File: config.mk
export PLATFORM = sky130hd
export DESIGN_NAME = alu_execute_unit
export DESIGN_NICKNAME = d
export VERILOG_FILES = /design/src/rtl/alu_execute_unit.sv
export SDC_FILE = /design/constraint.sdc
export NUM_CORES = 1
export LEC_CHECK = 0
export CORE_UTILIZATION = 45
export CTS_CLUSTER_DIAMETER = 120
export DETAILED_ROUTE_END_ITERATION = 8
export PLACE_DENSITY = 0.62
export RECOVER_POWER = 100
export SETUP_SLACK_MARGIN = 0.05
export SLEW_MARGIN = 15
export SYNTH_ARGS = -nofsm -noshare
export SYNTH_HDL_FRONTEND = slang
export SYNTH_SLANG_ARGS = --single-unit
export TNS_END_PERCENT = 10
File: constraint.sdc
create_clock -name clock -period 4.5 [get_ports clock]
set_clock_uncertainty 0.1 [all_clocks]
set_input_delay 1.35 -clock clock [delete_from_list [all_inputs] [get_ports clock]]
set_output_delay 1.35 -clock clock [all_outputs]
set_load 0.01 [all_outputs]
File: src/rtl/alu_execute_unit.sv
// alu_execute_unit
//   Execution-stage ALU with a start/busy/done handshake. Add, sub, shifts and
//   logic ops finish in one state step. Mult (shift-add) and div (restoring)
//   iterate one bit per cycle for WIDTH cycles and write HI/LO.
//
// Ports
//   clock, resetn        rising-edge clock, asynchronous active-low reset
//   Start                request, accepted only while Busy = 0
//   ALU_control          4-bit operation code, sampled on accept
//   Operand_a/Operand_b  operands (Operand_b low bits = shift amount)
//   Busy                 FSM is not in IDLE
//   Done                 one-cycle pulse, results valid from this cycle
//   Result, Hi           primary result (LO) and HI register
//   Zero, Overflow, Div_by_zero, Illegal_op   status flags, held until next Done
module alu_execute_unit #(
  parameter int WIDTH   = 32,
  parameter int SHAMT_W = 5
) (
  input  logic             clock,
  input  logic             resetn,
  input  logic             Start,
  input  logic [3:0]       ALU_control,
  input  logic [WIDTH-1:0] Operand_a,
  input  logic [WIDTH-1:0] Operand_b,
  output logic             Busy,
  output logic             Done,
  output logic [WIDTH-1:0] Result,
  output logic [WIDTH-1:0] Hi,
  output logic             Zero,
  output logic             Overflow,
  output logic             Div_by_zero,
  output logic             Illegal_op
);

  localparam logic [3:0] OP_ADD  = 4'b0000;
  localparam logic [3:0] OP_SUB  = 4'b0001;
  localparam logic [3:0] OP_MULT = 4'b0010;
  localparam logic [3:0] OP_DIV  = 4'b0011;
  localparam logic [3:0] OP_SLL  = 4'b0100;
  localparam logic [3:0] OP_SRL  = 4'b0101;
  localparam logic [3:0] OP_AND  = 4'b1000;
  localparam logic [3:0] OP_OR   = 4'b1001;
  localparam logic [3:0] OP_XOR  = 4'b1010;
  localparam logic [3:0] OP_NOR  = 4'b1011;

  typedef enum logic [1:0] {
    S_IDLE = 2'd0,
    S_ITER = 2'd1,
    S_DONE = 2'd2
  } state_t;

  state_t             state;
  logic [3:0]         op_q;
  logic [WIDTH-1:0]   a_q;
  logic [WIDTH-1:0]   b_q;
  logic [SHAMT_W-1:0] cnt;
  // work_hi: product upper half / partial remainder.
  // work_lo: multiplier shifting out LSB-first / dividend shifting out MSB-first,
  //          with product lower bits / quotient bits shifting in.
  logic [WIDTH-1:0]   work_hi;
  logic [WIDTH-1:0]   work_lo;

  logic [WIDTH-1:0]   sc_res;
  logic               sc_ovf;
  logic               sc_legal;
  logic [WIDTH:0]     mul_sum;
  logic [WIDTH:0]     div_shift;
  logic [WIDTH:0]     div_diff;
  logic [WIDTH-1:0]   step_hi;
  logic [WIDTH-1:0]   step_lo;

  assign Busy = (state != S_IDLE);

  // Single-cycle results are computed from the live inputs because they are
  // registered on the same edge that accepts the request.
  always_comb begin
    sc_res   = '0;
    sc_ovf   = 1'b0;
    sc_legal = 1'b1;
    case (ALU_control)
      OP_ADD: begin
        sc_res = Operand_a + Operand_b;
        sc_ovf = (Operand_a[WIDTH-1] == Operand_b[WIDTH-1]) &&
                 (sc_res[WIDTH-1] != Operand_a[WIDTH-1]);
      end
      OP_SUB: begin
        sc_res = Operand_a - Operand_b;
        sc_ovf = (Operand_a[WIDTH-1] != Operand_b[WIDTH-1]) &&
                 (sc_res[WIDTH-1] != Operand_a[WIDTH-1]);
      end
      OP_MULT, OP_DIV: sc_res = '0;
      OP_SLL:  sc_res = Operand_a << Operand_b[SHAMT_W-1:0];
      OP_SRL:  sc_res = Operand_a >> Operand_b[SHAMT_W-1:0];
      OP_AND:  sc_res = Operand_a & Operand_b;
      OP_OR:   sc_res = Operand_a | Operand_b;
      OP_XOR:  sc_res = Operand_a ^ Operand_b;
      OP_NOR:  sc_res = ~(Operand_a | Operand_b);
      default: sc_legal = 1'b0;
    endcase
  end

  // One iteration step. Mult adds the multiplicand when the current multiplier
  // bit is set, then shifts the (WIDTH+1)-bit sum right into the pair.
  // Div shifts the next dividend bit into the remainder and keeps the
  // difference only when no borrow occurred (restoring division).
  always_comb begin
    mul_sum   = {1'b0, work_hi} + {1'b0, (work_lo[0] ? a_q : '0)};
    div_shift = {work_hi, work_lo[WIDTH-1]};
    div_diff  = div_shift - {1'b0, b_q};
    if (op_q == OP_MULT) begin
      step_hi = mul_sum[WIDTH:1];
      step_lo = {mul_sum[0], work_lo[WIDTH-1:1]};
    end else if (!div_diff[WIDTH]) begin
      step_hi = div_diff[WIDTH-1:0];
      step_lo = {work_lo[WIDTH-2:0], 1'b1};
    end else begin
      step_hi = div_shift[WIDTH-1:0];
      step_lo = {work_lo[WIDTH-2:0], 1'b0};
    end
  end

  always_ff @(posedge clock or negedge resetn) begin
    if (!resetn) begin
      state       <= S_IDLE;
      op_q        <= '0;
      a_q         <= '0;
      b_q         <= '0;
      cnt         <= '0;
      work_hi     <= '0;
      work_lo     <= '0;
      Done        <= 1'b0;
      Result      <= '0;
      Hi          <= '0;
      Zero        <= 1'b0;
      Overflow    <= 1'b0;
      Div_by_zero <= 1'b0;
      Illegal_op  <= 1'b0;
    end else begin
      Done <= 1'b0;
      case (state)
        S_IDLE: begin
          if (Start) begin
            op_q <= ALU_control;
            a_q  <= Operand_a;
            b_q  <= Operand_b;
            if (ALU_control == OP_MULT) begin
              work_hi <= '0;
              work_lo <= Operand_b;
              cnt     <= SHAMT_W'(WIDTH - 1);
              state   <= S_ITER;
            end else if (ALU_control == OP_DIV && Operand_b != '0) begin
              work_hi <= '0;
              work_lo <= Operand_a;
              cnt     <= SHAMT_W'(WIDTH - 1);
              state   <= S_ITER;
            end else if (ALU_control == OP_DIV) begin
              // Divide by zero bypasses the iteration entirely.
              Result      <= '1;
              Hi          <= Operand_a;
              Zero        <= 1'b0;
              Overflow    <= 1'b0;
              Div_by_zero <= 1'b1;
              Illegal_op  <= 1'b0;
              Done        <= 1'b1;
              state       <= S_DONE;
            end else begin
              // Hi is left untouched by single-cycle and illegal ops.
              Result      <= sc_res;
              Zero        <= (sc_res == '0);
              Overflow    <= sc_ovf;
              Div_by_zero <= 1'b0;
              Illegal_op  <= !sc_legal;
              Done        <= 1'b1;
              state       <= S_DONE;
            end
          end
        end
        S_ITER: begin
          work_hi <= step_hi;
          work_lo <= step_lo;
          cnt     <= cnt - 1'b1;
          if (cnt == '0) begin
            Result      <= step_lo;
            Hi          <= step_hi;
            Zero        <= (step_lo == '0);
            Overflow    <= 1'b0;
            Div_by_zero <= 1'b0;
            Illegal_op  <= 1'b0;
            Done        <= 1'b1;
            state       <= S_DONE;
          end
        end
        S_DONE:  state <= S_IDLE;
        default: state <= S_IDLE;
      endcase
    end
  end

endmodule

==> results of run 1 <==
state kept, by name (all words and copies together) (netlist names), 4 cells and up:
register and cells:
Hi 32, Result 32, a_q 32, b_q 32, cnt 5, op_q 4, work_hi 32, work_lo 32
worst register-to-register path: cells and delay by family (launching register included):
kind / cells / cell delay (ns)
fa+ha+maj: 2 / 0.58
buf+inv: 4 / 0.58
simple gates: 4 / 0.78
flops: 1 / 0.39
xor+xnor: 1 / 0.17
compound gates: 7 / 1.84
stage by stage:
stage	TNS [ns]	power (mW)	util (%)	area, sq um	worst slack (ns)
floorplan	0	8.25	-	22600	0.00605
global placement	-22.54	11.5	60.9	29900	-1.06
detailed placement	-24.12	11.8	60.9	29900	-1.08
CTS	0	14.2	65.2	32000	0.0181
global route	-0.465	15.1	65.7	32300	-0.0580
finish	-0.0320	14.4	65.8	32300	-0.0320
layout by cell type, fill, tap and decap left out, types with 19 or more instances in the layout:
cell type,instances
buf_4,746
nand2_1,357
o21ai_0,252
nor2_1,211
dfrtp_1,208
a21oi_1,194
ha_1,137
inv_1,126
o211ai_1,113
mux2i_1,81
dlygate4sd3_1,72
a21o_1,59
xnor2_1,56
nor3_1,54
nand3_1,52
mux4_2,52
a211oi_1,40
and2_1,34
a31oi_1,34
buf_6,34
dlygate4sd2_1,29
o21a_1,28
inv_2,27
nor4_1,25
clkbuf_16,25
mux2_2,24
nand2b_1,22
ha_4,22
o31ai_1,21
buf_12,21
o22ai_1,19
power by group:
part | total, mW | internal [mW] | switching (mW)
Clock | 2.04 | 1.16 | 0.877
Combinational | 9.14 | 3.99 | 5.15
Sequential | 3.26 | 2.61 | 0.651
worst max path at each step:
stage / from / endpoint / cells past startpoint
finish: Operand_a[31] / Zero$_DFFE_PN0P_ / 17
global route: Operand_b[15] / Zero$_DFFE_PN0P_ / 18
CTS: Operand_b[12] / Zero$_DFFE_PN0P_ / 20
detailed placement: Operand_a[7] / Result[26]$_DFFE_PN0P_ / 18
global placement: Operand_a[12] / Result[26]$_DFFE_PN0P_ / 19
floorplan: Operand_b[2] / Zero$_DFFE_PN0P_ / 18
per-layer routing:
metal	part of all wire, %	vias to the layer above	wire (microns)
li1	-	12160	-
met1	38	13782	45500
met2	43	1896	51200
met3	12	441	13700
met4	7.2	6	8590
met5	0.033	-	39
timing repair:
item	CTS	global route
pin swaps	93	62
buffers inserted	53	19
setup endpoints to repair	60	70
gates resized for setup	260	84
layout make-up:
type | instances | area, sq um
Multi-Input combinational cell | 2310 | 17000
Fill cell | 4077 | 16800
Timing Repair Buffer | 963 | 7870
Sequential cell | 208 | 5200
Tap cell | 664 | 831
Clock buffer | 31 | 658
Inverter | 160 | 626
Clock inverter | 14 | 144
Antenna cell | 4 | 10.0
logic make-up (layout without fill, tap and decap cells):
family / Yosys count / in the layout / share of synthesized area (%)
AOI/OAI and AO/OA: 1002 / 1002 / 29.2
and+or+nand+nor: 893 / 893 / 18.0
buffers and inverters: 357 / 1168 / 6.48
DFF: 208 / 208 / 23.1
adders and majority gates: 174 / 174 / 9.81
muxes: 165 / 165 / 10.4
xor gates and xnor gates: 76 / 76 / 2.99
other: 0 / 4 / 0
==> results.py, run 1 <==
metrics = {
    "logic_synthesis": {
        "ys_top_cells_by_count": "nand2_1, o21ai_0, nor2_1",
        "synth_area_sq_um": 22500,
        "yosysWarnings": 0,
        "syn_inst": 2875,
        "synth_edf_count": 0,
        "ys_seq_elements": 208,
        "synthesis.nets": 3120,
        "synth_top_area_cell": "dfrtp_1",
        "synthTopCellsByArea": "dfrtp_1, ha_1, nand2_1",
        "synth_area_per_cell_sq_um": 7.83,
        "async_flop_share_pct": 100,
        "ys.flop_type": "dfrtp_1",
        "ys_seq_area_share_pct": 23.1,
        "synth_cell_types": 99,
        "synth.most_common_cell": "nand2_1",
        "yosysTopAreaCellShare_pct": 23.1,
    },
    "worst_setup_path": {
        "required_ns": 4.89,
        "crit_family": "simple AND/OR/NAND/NOR gates",
        "worstPathArrival_ns": 4.93,
        "cpMostUsedCell": "buf_4",
        "slowest_delay_ns": 0.50,
        "cp-end-kind": "flop",
        "start_kind": "input port",
        "cp_cell_sequence": "clkdlybuf4s50_1 -> buf_4 -> mux2_2 -> a22o_1 -> nand4_1 -> o2111a_1 -> o221a_2 -> and4_4 -> nand3_2 -> nor4b_2 -> buf_4 -> nand4_1 -> buf_4 -> nor4_4 -> buf_4 -> nand4b_1 -> nand3_1",
        "crit_path_top_delay_cell": "clkdlybuf4s50_1",
        "crit_type": "input port to flop",
        "critPathBufInv": 5,
        "regToRegStartpoint": "work_lo[31]$_DFFE_PN0P_",
        "ff2ff_setup_slack_ns": -0.03,
        "r2r_cells": 18,
        "r2r-end": "Zero$_DFFE_PN0P_",
        "crit_fanout": 6,
    },
    "clocking": {
        "clockBufferDepth": 3,
        "insertion_delay_ns": 0.57,
        "cts_root_buffer": "clkbuf_16",
        "cts_tree": "built",
        "hold_buffers": 0,
        "clk_pin_slew_ns": 0.06,
        "cts_buffers": 25,
        "h-tree-depth": 1,
        "clock-sinks": 208,
    },
    "detailed_routing": {
        "vias_per_cell": 6.50,
        "vias": 28285,
        "drc": 0,
        "drtIter0Drc": 3609,
        "wl_mm": 119,
        "ant_nets": 0,
        "first_pass_iters": 8,
        "avgRoutedWirePerCell_microns": 27.3,
    },
    "power": {
        "power.leakage_nw": 15.0,
        "ir_worst_vdd_mv": 0.352,
        "p_per_area_nw_per_um2": 447,
    },
    "sta": {
        "slew_headroom_pct": -83.7,
        "worst_pin_slew_ns": 2.76,
        "whs_ns": 0.367,
        "period_share_pct": 101,
        "fin_ws_ns": -0.0320,
        "rsz0062_at_grt": "yes",
        "fmax_mhz": 221,
        "slew_violations": 162,
        "period_needed_ns": 4.53,
        "finalSetupViolations": 1,
        "hold_viol_final": 0,
    },
    "place": {
        "dp_hpwl_mm": 94.3,
        "dp_cells": 4234,
        "gp_congestion": 1.10,
        "port_buffers": 140,
    },
    "floorplan": {
        "rows": 81,
        "core_sq_um": 49200,
        "die_area_sq_um": 50900,
        "die_height_microns": 226,
        "num_io_pins": 141,
        "start_util_pct": 45.8,
        "die_w_microns": 226,
    },
    "global_route": {
        "grt_use_met3_pct": 11.4,
        "use_met2_pct": 69.5,
        "grt_usage_pct": 45.7,
        "antenna_found_initial": 6,
        "grt_pass1_wl_mm": 172,
        "grt-ovfl-total": 0,
        "grt.busiest_layer": "met2",
        "met1_usage_pct": 58.2,
        "grt_pass1_vias": 27088,
        "grt_max_degree": 97,
    },
    "layout": {
        "area_delta_synth_final_pct": 43.6,
        "layout.nets": 3913,
        "stdcell_count": 4354,
        "post_route_cells_drive_above_1_share_pct": 31.8,
    },
    "worst_hold_path": {
        "min_delay_path_depth": 1,
        "hp-class": "flop to flop",
        "hold_end": "Result[29]$_DFFE_PN0P_",
        "worstHoldStart": "Result[29]$_DFFE_PN0P_",
    },
    "run_status": {
        "violations": "max-capacitance violations, max-slew violations, negative setup slack",
        "status": "finished, violations left",
    },
    "flow_run": {
        "cap_violations": 2,
    },
}
Note: power is estimated with default switching activity, not from simulation.
==> run 2, diff against run 1 <==
--- a/config.mk
+++ b/config.mk
@@ -6,6 +6,7 @@
 export NUM_CORES = 1
 export LEC_CHECK = 0
 export CORE_UTILIZATION = 45
+export CTS_BUF_LIST = sky130_fd_sc_hd__clkbuf_4 sky130_fd_sc_hd__clkbuf_8
 export CTS_CLUSTER_DIAMETER = 120
 export DETAILED_ROUTE_END_ITERATION = 8
 export PLACE_DENSITY = 0.62
==> run 2 against run 1 <==
  * The flow finishes with violations (max-capacitance violations, max-slew violations)
  * Fmax grew 1.0%
  * Count of clock-buffer cells in the layout up 27
  * First-iteration DRC count decreased by 4.6%
  * Sequential power is essentially flat
  * Core utilization increased by 0.92 points
  * Clock power up 12%
  * Flip-flop and latch count unchanged
  * Cell count rose by 0.71%
  * Routed wire length increased by 0.62%
  * Critical path type unchanged
  * Largest power group unchanged
  * Highest routed layer unchanged
==> results.py, run 2 (synthesis results as in run 1) <==
metrics = {
    "place": {
        "port_buffers": 140,
        "gp_congestion": 1.10,
        "dp_hpwl_mm": 94.3,
    },
    "worst_setup_path": {
        "ff2ff_setup_slack_ns": 0.08,
        "start_kind": "input port",
        "regToRegStartpoint": "work_lo[31]$_DFFE_PN0P_",
        "startpoint": "Operand_a[5]",
        "worstPathArrival_ns": 4.94,
        "crit_type": "input port to flop",
        "crit_fanout": 5,
        "required_ns": 4.95,
        "r2r-end": "Zero$_DFFE_PN0P_",
        "cp-end-kind": "flop",
        "r2r_cells": 18,
    },
    "global_route": {
        "antenna_found_initial": 10,
        "grt_pass1_vias": 27021,
        "use_met2_pct": 70.4,
        "grt_usage_pct": 46.0,
        "grt.busiest_layer": "met2",
        "grt-ovfl-total": 0,
        "grt_max_degree": 97,
        "grt_use_met3_pct": 13.0,
        "grt_pass1_wl_mm": 173,
        "met1_usage_pct": 57.8,
    },
    "sta": {
        "whs_ns": 0.371,
        "rsz0062_at_grt": "yes",
        "slew_headroom_pct": -81.9,
        "period_share_pct": 99.7,
        "hold_viol_final": 0,
        "finalSetupViolations": 0,
        "slew_violations": 162,
        "fmax_mhz": 223,
        "fin_tns_setup_ns": 0,
        "period_needed_ns": 4.49,
        "worst_pin_slew_ns": 2.73,
    },
    "floorplan": {
        "die_w_microns": 226,
        "die_area_sq_um": 50900,
        "num_io_pins": 141,
        "core_sq_um": 49200,
        "rows": 81,
        "die_height_microns": 226,
        "start_util_pct": 45.8,
    },
    "power": {
        "ir_worst_vdd_mv": 0.414,
        "p_per_area_nw_per_um2": 450,
        "p_seq_share_pct": 22.1,
        "p_switching_mw": 6.73,
        "pwr-share-clk_pct": 15.4,
        "power_frac_comb_pct": 62.5,
        "power.leakage_nw": 15.2,
        "p_sw_share_pct": 45.7,
        "p_int_mw": 8.01,
    },
    "clocking": {
        "h-tree-depth": 2,
        "clock-sinks": 208,
        "hold_buffers": 0,
        "clockBufferDepth": 3,
        "clk_pin_slew_ns": 0.07,
        "cts_buffers": 39,
        "insertion_delay_ns": 0.61,
        "cts_tree": "built",
        "cts_root_buffer": "clkbuf_8",
    },
    "detailed_routing": {
        "ant_nets": 0,
        "drc": 0,
        "avgRoutedWirePerCell_microns": 27.3,
        "first_pass_iters": 6,
        "wl_mm": 120,
        "vias": 28416,
        "vias_per_cell": 6.48,
        "drtIter0Drc": 3443,
    },
    "layout": {
        "layout.nets": 3932,
        "post_route_cells_drive_above_1_share_pct": 32.8,
        "area_delta_synth_final_pct": 45.6,
        "final_common_cell": "buf_4",
        "final_cell_mix": "buf_4, nand2_1, o21ai_0, dfrtp_1, nor2_1",
    },
    "worst_hold_path": {
        "hold_end": "Hi[15]$_DFFE_PN0P_",
        "min_delay_path_depth": 2,
        "hp-class": "flop to flop",
        "worstHoldStart": "Hi[15]$_DFFE_PN0P_",
    },
    "flow_run": {
        "cap_violations": 2,
    },
    "run_status": {
        "violations": "max-capacitance violations, max-slew violations",
        "status": "finished, violations left",
    },
}
run 2: worst max-delay path by stage:
stage / to / slack, ns / cells after the start
6_report: Zero$_DFFE_PN0P_ / 0.01 / 17
5_1_grt: Zero$_DFFE_PN0P_ / -0.03 / 16
4_1_cts: Result[26]$_DFFE_PN0P_ / 0.04 / 17
3_5_place_dp: Result[26]$_DFFE_PN0P_ / -1.08 / 18
3_3_place_gp: Result[26]$_DFFE_PN0P_ / -1.06 / 19
2_1_floorplan: Zero$_DFFE_PN0P_ / 0.006 / 18
run 2: critical path, stage by stage:
cell	delay, ns
dlygate4sd2_1	0.25
buf_6	0.14
buf_4	0.14
mux4_2	0.47
buf_4	0.15
nand2_2	0.08
o21ai_4	0.09
o211ai_1	0.31
o2111ai_1	0.23
buf_4	0.21
or4b_4	0.55
a21oi_4	0.20
o2111ai_4	0.17
nor4_4	0.28
buf_4	0.15
nand4b_1	0.09
nand3_1	0.07
run 2: cell type report:
| cell class | instances | area (sq um) |
|---|---|---|
| inverters | 160 | 622 |
| fillers | 4014 | 16400 |
| clock inverters | 12 | 191 |
| flip-flops and latches | 208 | 5200 |
| repair buffers | 968 | 8010 |
| clock buffers | 58 | 761 |
| well taps | 664 | 831 |
| diodes | 5 | 12.5 |
| multi-input cells | 2310 | 17100 |
run 2: timing repair:
| item | CTS | global route |
|---|---|---|
| endpoints found under the hold margin | 0 | 0 |
| setup buffers | 31 | 47 |
| resized for setup | 209 | 165 |
| endpoints found under the setup margin | 62 | 74 |
| pin swaps | 72 | 94 |
run 2: through the flow:
stage / cells / total power, mW / util [%] / worst slack [ns] / cell area (sq um)
after floorplan: 2875 / 8.25 / - / 0.00605 / 22600
after global placement: 4234 / 11.5 / 60.9 / -1.06 / 29900
after detailed placement: 4234 / 11.8 / 60.9 / -1.08 / 29900
after CTS: 4333 / 14.4 / 64.8 / 0.0429 / 31900
after global routing: 4380 / 15.4 / 66.7 / -0.0252 / 32800
final: 4385 / 14.7 / 66.7 / 0.0141 / 32800
run 2: power by group through the flow:
stage          sequential [mW]  clock [mW]  combinational [mW]
2_1_floorplan             3.18           0                5.07
3_3_place_gp              3.20           0                8.31
3_5_place_dp              3.24           0                8.55
4_1_cts                   3.23        2.27                8.86
5_1_grt                   3.32        2.36                9.76
6_report                  3.26        2.28                9.21
run 2: routing by layer:
metal | share of wire (%) | vias to the layer above | routed length, microns
li1 | - | 12204 | -
met1 | 38 | 13758 | 45800
met2 | 43 | 1973 | 52000
met3 | 12 | 471 | 13800
met4 | 6.8 | 10 | 8100
met5 | 0.051 | - | 61
